<file path="src/rtl/inst_fetch_unit.sv">
// Instruction fetch front end: single-outstanding imem requests, pushes {pc, inst}
// into the instruction queue, holds a word while the queue is full, and handles redirects.
module inst_fetch_unit #(
   parameter int ADDR_WIDTH = 32,
   parameter int INST_WIDTH = 32,
   parameter logic [ADDR_WIDTH-1:0] RESET_PC = '0
) (
   input  logic                           clk,
   input  logic                           rst,
   output logic                           imem_req,
   output logic [ADDR_WIDTH-1:0]          imem_addr,
   input  logic                           imem_valid,
   input  logic [INST_WIDTH-1:0]          imem_data,
   input  logic                           redirect_valid,
   input  logic [ADDR_WIDTH-1:0]          redirect_pc,
   input  logic                           q_full,
   output logic                           q_write,
   output logic [ADDR_WIDTH+INST_WIDTH-1:0] q_data,
   output logic                           q_clear
);

   typedef enum logic [1:0] {
      IDLE = 2'd0,
      WAIT = 2'd1,
      HOLD = 2'd2,
      DROP = 2'd3
   } state_t;

   state_t                  state_reg, state_next;
   logic [ADDR_WIDTH-1:0]   pc_reg, pc_next;
   logic [ADDR_WIDTH-1:0]   hold_pc_reg, hold_pc_next;
   logic [INST_WIDTH-1:0]   hold_inst_reg, hold_inst_next;

   always_ff @(posedge clk) begin
      if (rst) begin
         state_reg     <= IDLE;
         pc_reg        <= RESET_PC;
         hold_pc_reg   <= '0;
         hold_inst_reg <= '0;
      end else begin
         state_reg     <= state_next;
         pc_reg        <= pc_next;
         hold_pc_reg   <= hold_pc_next;
         hold_inst_reg <= hold_inst_next;
      end
   end

   always_comb begin
      state_next     = state_reg;
      pc_next        = pc_reg;
      hold_pc_next   = hold_pc_reg;
      hold_inst_next = hold_inst_reg;
      imem_req       = 1'b0;
      imem_addr      = '0;
      q_write        = 1'b0;
      q_data         = '0;
      q_clear        = 1'b0;

      // Every output is held at zero during reset.
      if (!rst) begin
         imem_addr = pc_reg;
         q_clear   = redirect_valid;
         if (redirect_valid) begin
            pc_next = {redirect_pc[ADDR_WIDTH-1:2], 2'b00};
            case (state_reg)
               // A response is still owed unless it arrives in this very cycle.
               WAIT, DROP: state_next = imem_valid ? IDLE : DROP;
               default:    state_next = IDLE;
            endcase
         end else begin
            case (state_reg)
               IDLE: begin
                  if (!q_full) begin
                     imem_req   = 1'b1;
                     state_next = WAIT;
                  end
               end
               WAIT: begin
                  if (imem_valid) begin
                     pc_next = pc_reg + ADDR_WIDTH'(4);
                     if (!q_full) begin
                        q_write    = 1'b1;
                        q_data     = {pc_reg, imem_data};
                        state_next = IDLE;
                     end else begin
                        hold_pc_next   = pc_reg;
                        hold_inst_next = imem_data;
                        state_next     = HOLD;
                     end
                  end
               end
               HOLD: begin
                  if (!q_full) begin
                     q_write    = 1'b1;
                     q_data     = {hold_pc_reg, hold_inst_reg};
                     state_next = IDLE;
                  end
               end
               DROP: begin
                  if (imem_valid) state_next = IDLE;
               end
               default: state_next = IDLE;
            endcase
         end
      end
   end

endmodule

</file>
<file path="config.mk">
export PLATFORM = sky130hd
export DESIGN_NAME = inst_fetch_unit
export DESIGN_NICKNAME = d
export VERILOG_FILES = /design/src/rtl/inst_fetch_unit.sv
export SDC_FILE = /design/constraint.sdc
export NUM_CORES = 1
export LEC_CHECK = 0
export CORE_AREA = 2 2 106 108
export CTS_BUF_LIST = sky130_fd_sc_hd__clkbuf_4 sky130_fd_sc_hd__clkbuf_8 sky130_fd_sc_hd__clkbuf_16
export CTS_CLUSTER_SIZE = 24
export DETAILED_ROUTE_END_ITERATION = 7
export DIE_AREA = 0 0 108 110
export PLACE_DENSITY = 0.9
export SKIP_CTS_REPAIR_TIMING = 1
export SLEW_MARGIN = 0
export SYNTH_ARGS = -nofsm -noshare
export SYNTH_HDL_FRONTEND = slang
export SYNTH_SLANG_ARGS = --single-unit
</file>
<file path="constraint.sdc">
create_clock -name clk -period 4.7 [get_ports clk]
set_clock_uncertainty 0.15 [all_clocks]
set_input_delay 0.47 -clock clk [delete_from_list [all_inputs] [get_ports clk]]
set_output_delay 0.47 -clock clk [all_outputs]
set_load 0.005 [all_outputs]
</file>
==> flow_summary.toml, run 1 <==
[layout]
final_cell_mix = "clkdlybuf4s50_1, nand2_1, dfxtp_1"
largest_reg_flops = 32
layout.nets = 911
area_delta_synth_final_pct = 34.1
layout_commonest_cell = "clkdlybuf4s50_1"
diodes = 0
fillers = 977
final_cells = 981
drive_gt1_share_pct = 4.28

[routing]
drc = 0
vias_per_cell = 5.70
firstDrtPassIters = 5
drtIter0Drc = 473
wl_um = 15200
drtAntennaViolNets = 0
vias = 5588
avgRoutedWirePerCell_um = 15.5

[placed_design]
place.gp.congestion = 0.818
port_buffers = 161
dp_cells = 965
pre_cts_slack_ns = 1.09
hpwl_um = 10000

[clocking]
path_clk_slew_ns = 0.09
cts.sinks = 94
cts_inserted_buffers = 9
cts_tree = "yes"
insertion_delay_ns = 0.36
cts_root_buf = "clkbuf_8"
h-tree-depth = 3
clockBufferDepth = 2

[sta]
fin_crit_sh_pct = 77.8
slew_headroom_pct = 30.0
max_freq_mhz = 273
finalHoldViolations = 0
finalMaxSlewViolations = 0
setup_viol = 0
rsz0062_at_grt = "false"
finalHoldWorstSlack_ns = 0.308
finalSetupTns_ns = 0
min_period_ns = 3.66
worst_pin_slew_ns = 1.05
setup_slack_ns = 1.04

[power]
comb_power_share_pct = 14.8
switchingPower_uw = 454
ir_worst_vdd_mv = 0.118
p_int_uw = 1130
switching_share_pct = 28.6
p_total_uw = 1590
pwr-share-seq_pct = 54.2
power.density_nw_per_um2 = 226
clockPowerShare_pct = 31.0
p_leak_uw = 0.00216

[logic_synthesis]
synth_async_sr_flop_share_pct = 0
synth.avg_cell_area_um2 = 7.24
synthCells = 725
yosys_most_used_dff = "dfxtp_1"
ys_warn_count = 0
netlist_area_um2 = 5250
synth-edff-count = 0
synth-seq-cells = 94
ys_seq_area_share_pct = 35.8
synthDistinctLibCells = 50

[grt]
track_usage_pct = 25.2
antenna_found_initial = 0
grt_pass1_wl_um = 24400
grt_overflow = 0
grt_pass1_vias = 5000
grt_start_max_net_pins = 65

[floorplanning]
design.die.area_um2 = 11900
initial_core_util_pct = 49.1
fp-row-count = 38
die_h_um = 110
die_x_um = 108
core-area_um2 = 10700
ios = 168

[status]
status = "finished, final reports clean"

[setup_path]
r2r_cells = 7
cp_slowest_cell = "clkdlybuf4s50_1"
ff2ff_setup_slack_ns = 1.88
crit_chain = "inv_1 -> ha_1 -> nand2_1 -> nor2_4 -> buf_4 -> a22oi_1 -> nor2_1 -> clkdlybuf4s50_1"
start_kind = "register"
max_stage_delay_ns = 0.53
end_kind = "output port"
startpoint = "state_reg[1]$_SDFFE_PP0P_"
endpoint = "q_data[51]"
r2r-end = "hold_pc_reg[8]$_SDFFE_PP0P_"
r2r_start = "state_reg[1]$_SDFFE_PP0P_"
worstPathRequired_ns = 4.08
critPathArrivalTime_ns = 3.04
path_max_fanout = 16
worstSetupPathType = "register to output port"

[job]
drv_cap = 0

[hold_path]
hp-class = "register to register"
holdPathStages = 2
## metrics by stage
step           area (um2)  util (%)
2_1_floorplan        5260         -
3_3_place_gp         6870      64.2
3_5_place_dp         6870      64.2
4_1_cts              7040      65.8
5_1_grt              7040      65.8
6_report             7040      65.8
## cells in the mapped netlist, types with 11 or more instances
master	number	area (um2)
dfxtp_1	94	1880
nor2_1	90	338
nand2_1	140	526
nor2b_1	30	188
inv_1	13	48.8
nor4_1	11	68.8
nand3_1	13	65.1
nand4_1	15	93.8
a22oi_1	62	465
clkbuf_1	51	191
a21oi_1	69	345
## layout make-up
cell class | instances | area [um2] | share of cell area [%]
Timing Repair Buffer | 171 | 1720 | 24.5
Sequential cell | 94 | 1880 | 26.7
Multi-Input combinational cell | 547 | 3040 | 43.2
Clock inverter | 7 | 48.8 | 0.693
Tap cell | 140 | 175 | 2.49
Clock buffer | 9 | 124 | 1.76
Inverter | 13 | 48.8 | 0.693
## kinds of logic (layout without fill, tap and decap cells)
group	after synthesis	in the layout	share of synthesized area, %
XOR/XNOR	9	9	1.50
other	1	4	0.0714
AND/OR/NAND/NOR	342	342	30.6
multiplexers	2	2	0.381
adder cells (fa/ha/maj)	6	6	1.43
AO/OA/AOI/OAI	184	184	23.2
flip-flops	94	94	35.8
buffers and inverters	87	200	7.01
## power groups by stage
stage | clock network, uW | registers (uW) | logic, uW
3_5_place_dp | 0 | 877 | 233
5_1_grt | 535 | 866 | 256
4_1_cts | 501 | 859 | 235
3_3_place_gp | 0 | 876 | 230
6_report | 492 | 860 | 235
2_1_floorplan | 0 | 858 | 130
## per-layer routing
layer,vias up,share of wire [%],global-route usage [%]
met2,205,48,42.2
met1,2604,44,33.1
li1,2758,-,-
met5,-,0,0
met4,0,1.7,8.88
met3,21,6.7,4.06
## critical path, delay by kind of cell (launching register included)
| family | cells | cell delay (ns) |
|---|---|---|
| DFF | 1 | 0.34 |
| adders and majority gates | 1 | 0.36 |
| and+or+nand+nor | 3 | 0.90 |
| AOI/OAI and AO/OA | 1 | 0.09 |
| buffers and inverters | 3 | 0.98 |
## worst min-delay path by stage
| stage | start | endpoint | slack, ns |
|---|---|---|---|
| 2_1_floorplan | hold_pc_reg[30]$_SDFFE_PP0P_ | hold_pc_reg[30]$_SDFFE_PP0P_ | 0.29 |
| 3_3_place_gp | hold_pc_reg[30]$_SDFFE_PP0P_ | hold_pc_reg[30]$_SDFFE_PP0P_ | 0.29 |
| 3_5_place_dp | hold_pc_reg[6]$_SDFFE_PP0P_ | hold_pc_reg[6]$_SDFFE_PP0P_ | 0.30 |
| 4_1_cts | hold_pc_reg[6]$_SDFFE_PP0P_ | hold_pc_reg[6]$_SDFFE_PP0P_ | 0.31 |
| 5_1_grt | hold_pc_reg[21]$_SDFFE_PP0P_ | hold_pc_reg[21]$_SDFFE_PP0P_ | 0.33 |
| 6_report | hold_inst_reg[21]$_SDFFE_PP0P_ | hold_inst_reg[21]$_SDFFE_PP0P_ | 0.31 |
Power figures use the tool's default switching activity.
==> run 2, diff against run 1 <==
Settings changed: CORE_AREA 2 2 106 108 to 2 2 109 111, DIE_AREA 0 0 108 110 to 0 0 111 113, PLACE_DENSITY 0.9 to 0.86.
Clock period 4.7 ns to 3.5 ns, I/O delays scaled along.
==> run 2 against run 1 <==
Effect of this change:
- global-route usage shrank 0.49 points
- cell area rose by 2.5%
- power up 58%
- largest power group unchanged
==> flow_summary.toml, run 2 (synthesized netlist as in run 1, its figures left out) <==
[clocking]
cts_inserted_buffers = 9
clockBufferDepth = 2
h-tree-depth = 3
insertion_delay_ns = 0.35
cts.sinks = 94
cts_tree = "yes"
path_clk_slew_ns = 0.07
cts_root_buf = "clkbuf_16"

[setup_path]
cp_slowest_cell = "clkdlybuf4s50_1"
cpMostUsedCell = "buf_4"
r2r-end = "pc_reg[19]$_SDFFE_PP0P_"
worstPathRequired_ns = 3.00
crit_chain = "inv_1 -> ha_1 -> buf_4 -> nand2_1 -> nor2_4 -> buf_4 -> a22oi_1 -> nor2_1 -> clkdlybuf4s50_1"
endpoint = "q_data[63]"
worstSetupPathType = "register to output port"
critPathArrivalTime_ns = 2.58
ff2ff_setup_slack_ns = 1.09
startpoint = "state_reg[1]$_SDFFE_PP0P_"
max_stage_delay_ns = 0.55
start_kind = "register"
r2r_cells = 7
r2r_start = "state_reg[1]$_SDFFE_PP0P_"
end_kind = "output port"
path_max_fanout = 38

[placed_design]
dp_cells = 977
port_buffers = 161
hpwl_um = 10400
place.gp.congestion = 0.853

[power]
power.density_nw_per_um2 = 347
pwr-share-seq_pct = 46.1
clockPowerShare_pct = 40.8
p_leak_uw = 0.00226
comb_power_share_pct = 13.0
p_int_uw = 1830
switchingPower_uw = 673
switching_share_pct = 26.9
ir_worst_vdd_mv = 0.202

[layout]
multiInputGateArea_um2 = 3040
largest_reg_flops = 32
layout_commonest_cell = "clkdlybuf4s50_1"
fillers = 1011
regArea_um2 = 1880
area_delta_synth_final_pct = 37.5
drive_gt1_share_pct = 5.29
final_cells = 993
layout.nets = 920
final_util_pct = 64.0
final_cell_mix = "clkdlybuf4s50_1, nand2_1, dfxtp_1"
diodes = 0

[job]
drv_cap = 0

[routing]
avgRoutedWirePerCell_um = 16.0
wl_um = 15900
drc = 0
vias = 5683
vias_per_cell = 5.72
drtIter0Drc = 612
drtAntennaViolNets = 0
firstDrtPassIters = 7

[sta]
finalMaxSlewViolations = 0
finalSetupTns_ns = 0
setup_viol = 0
min_period_ns = 3.08
finalHoldViolations = 0
fin_crit_sh_pct = 87.9
rsz0062_at_grt = "false"
worst_pin_slew_ns = 0.538
max_freq_mhz = 325
slew_headroom_pct = 64.1

[grt]
gr-usage-met2_pct = 40.3
grt_start_max_net_pins = 57
grt_pass1_wl_um = 25900
grt_overflow = 0
antenna_found_initial = 0
grt_pass1_vias = 5024
track_usage_pct = 24.7
gr-usage-met3_pct = 4.39
busiest_layer = "met2"
grt_util_met1_pct = 34.2

[floorplanning]
die_x_um = 111
ios = 168
fp-row-count = 39
initial_core_util_pct = 46.6
design.die.area_um2 = 12500
die_h_um = 113
core-area_um2 = 11300

[hold_path]
holdPathStages = 2
hp-class = "register to register"

[status]
status = "finished, final reports clean"
run 2: how the worst min path moves through the flow:
stage,startpoint,endpoint,slack (ns)
2_1_floorplan,hold_pc_reg[30]$_SDFFE_PP0P_,hold_pc_reg[30]$_SDFFE_PP0P_,0.29
3_3_place_gp,hold_pc_reg[30]$_SDFFE_PP0P_,hold_pc_reg[30]$_SDFFE_PP0P_,0.29
3_5_place_dp,hold_pc_reg[2]$_SDFFE_PP0P_,hold_pc_reg[2]$_SDFFE_PP0P_,0.30
4_1_cts,hold_pc_reg[2]$_SDFFE_PP0P_,hold_pc_reg[2]$_SDFFE_PP0P_,0.31
5_1_grt,hold_pc_reg[2]$_SDFFE_PP0P_,hold_pc_reg[2]$_SDFFE_PP0P_,0.32
6_report,hold_inst_reg[30]$_SDFFE_PP0P_,hold_inst_reg[30]$_SDFFE_PP0P_,0.31
run 2: metrics by stage:
step	setup WS [ns]	power (uW)	hold WS (ns)	cell area, um2
after CTS	0.420	2520	0.307	7220
after detailed placement	0.630	1500	0.297	6910
after global routing	0.218	2600	0.321	7220
after global placement	0.666	1490	0.292	6910
after floorplan	1.35	1330	0.286	5260
final	0.423	2500	0.305	7220
run 2: cell type report:
cell class	instances	share of cell area [%]
Sequential cell	94	26.1
Tap cell	143	2.48
Timing Repair Buffer	180	24.4
Clock buffer	9	3.12
Clock inverter	7	1.11
Multi-Input combinational cell	547	42.1
Inverter	13	0.676
run 2: metal layers:
metal	up-vias	part of all wire [%]
met4	0	1.4
met2	249	48
met5	-	0
li1	2780	-
met1	2634	44
met3	20	7.1
run 2: critical path: cells and delay by family, from the launching register on:
family,cells,cell delay (ns)
buffers and inverters,4,1.25
AND/OR/NAND/NOR,3,0.37
flip-flops,1,0.33
adder cells (fa/ha/maj),1,0.16
AO/OA/AOI/OAI,1,0.13
run 2: power by group through the flow:
stage          combinational (uW)  sequential, uW  clock [uW]
6_report                      326            1150        1020
5_1_grt                       355            1160        1090
4_1_cts                       325            1150        1040
3_5_place_dp                  323            1180           0
3_3_place_gp                  318            1180           0
2_1_floorplan                 175            1150           0
==> run 3, diff against run 2 <==
==> constraint.sdc (replaced) <==
create_clock -name clk -period 3.5 [get_ports clk]
set_clock_uncertainty 0.15 [all_clocks]
set_input_delay 1.05 -clock clk [delete_from_list [all_inputs] [get_ports clk]]
set_output_delay 1.05 -clock clk [all_outputs]
set_load 0.005 [all_outputs]
==> run 3 against run 2 <==
Effect of this change:
- largest cell class unchanged
- final cell count up 3.2%
- die area unchanged
- hold slack about the same
- count of clock-buffer cells in the layout unchanged
- global-route usage is 0.24 points lower
==> flow_summary.toml, run 3 (synthesized netlist as in run 1, its figures left out) <==
[clocking]
cts_inserted_buffers = 9
cts_root_buf = "clkbuf_16"
insertion_delay_ns = 0.34
clockBufferDepth = 2
path_clk_slew_ns = 0.07
cts.sinks = 94
cts_tree = "yes"
h-tree-depth = 3

[setup_path]
ff2ff_setup_slack_ns = 1.14
r2r_start = "state_reg[1]$_SDFFE_PP0P_"
start_kind = "input pin"
end_kind = "output port"
path_max_fanout = 4
r2r_cells = 7
worstPathRequired_ns = 2.30
r2r-end = "pc_reg[19]$_SDFFE_PP0P_"
cp_slowest_cell = "clkdlybuf4s50_1"
critPathArrivalTime_ns = 2.24
crit_chain = "dlymetal6s2s_1 -> nand2_2 -> nor2_4 -> buf_12 -> a22oi_1 -> nor2_1 -> clkdlybuf4s50_1"
crit_cells = 7
max_stage_delay_ns = 0.50
worstPathBufferInverterCount = 3
worstSetupPathType = "input pin to output port"
path_delay_family = "buffers and inverters"

[sta]
finalMaxSlewViolations = 0
finalHoldViolations = 0
finalSetupTns_ns = 0
setup_slack_ns = 0.0641
rsz0062_at_grt = "false"
max_freq_mhz = 291
finalHoldWorstSlack_ns = 0.305
worst_pin_slew_ns = 0.505
fin_crit_sh_pct = 98.2
setup_viol = 0
slew_headroom_pct = 66.2
min_period_ns = 3.44

[power]
switchingPower_uw = 686
ir_worst_vdd_mv = 0.242
pwr-share-seq_pct = 44.1
clockPowerShare_pct = 41.7
p_int_uw = 1930
power.density_nw_per_um2 = 335
p_leak_uw = 0.00368
comb_power_share_pct = 14.1
p_total_uw = 2620
switching_share_pct = 26.2

[layout]
layout.nets = 952
diodes = 0
drive_gt1_share_pct = 9.18
largest_reg_flops = 32
final_cell_mix = "nand2_1, dfxtp_1, clkdlybuf4s50_1"
area_delta_synth_final_pct = 49.0
layout_commonest_cell = "nand2_1"

[routing]
firstDrtPassIters = 5
drc = 0
drtIter0Drc = 642
drtAntennaViolNets = 0
wl_um = 17100
vias = 5870
vias_per_cell = 5.73
avgRoutedWirePerCell_um = 16.7

[floorplanning]
core-area_um2 = 11300
die_x_um = 111
design.die.area_um2 = 12500
fp-row-count = 39
ios = 168
die_h_um = 113
initial_core_util_pct = 46.6

[status]
status = "finished, final reports clean"

[grt]
antenna_found_initial = 0
grt_overflow = 0
track_usage_pct = 24.5
grt_start_max_net_pins = 47
grt_pass1_vias = 5088
grt_pass1_wl_um = 25800

[placed_design]
place.gp.congestion = 0.885
pre_cts_slack_ns = -0.507
port_buffers = 161
hpwl_um = 10700

[job]
drv_cap = 0

[hold_path]
hp-class = "register to register"
holdPathStages = 2
hold_end = "hold_pc_reg[30]$_SDFFE_PP0P_"
min-delay-start = "hold_pc_reg[30]$_SDFFE_PP0P_"
==> run 3: final cells by class <==
| type | count | area [um2] |
|---|---|---|
| fill | 891 | 3450 |
| clock buffer | 9 | 225 |
| sequential | 94 | 1880 |
| inverter | 13 | 48.8 |
| multi-input combinational | 547 | 3050 |
| clock inverter | 7 | 103 |
| timing repair buffer | 212 | 2330 |
| tap | 143 | 179 |
==> run 3: worst max-delay path by stage <==
stage,startpoint,to,slack [ns]
6_report,imem_valid,q_data[37],0.06
5_1_grt,imem_valid,q_data[37],0.004
4_1_cts,q_full,q_data[54],-0.52
3_5_place_dp,q_full,q_data[54],-0.51
3_3_place_gp,q_full,q_data[54],-0.48
2_1_floorplan,imem_valid,q_data[53],0.11
==> run 3: per-stage QoR <==
stage               instance area, um2  util, %  cells
floorplan                         5260        -    728
global placement                  7100     63.0    992
detailed placement                7100     63.0    992
CTS                               7430     65.9   1008
global route                      7820     69.4   1025
finish                            7820     69.4   1025
==> run 3: metal layers <==
layer,GRT usage [%],up-vias,wire length (um)
li1,-,2852,-
met1,33.6,2740,7330
met2,40.8,247,8180
met3,4.07,31,1240
met4,5.25,0,318
met5,0,-,0
==> run 3: power groups by stage <==
stage	Combinational, uW	Clock (uW)	Sequential (uW)
after floorplan	175	0	1150
after global placement	335	0	1180
after detailed placement	340	0	1180
after CTS	343	1110	1150
after global routing	399	1150	1160
final	371	1090	1160
==> run 3: tightest hold or removal path, stage by stage (launching register included) <==
cell	delay, ns
dfxtp_1	0.31
nand2_1	0.05
a21oi_1	0.05
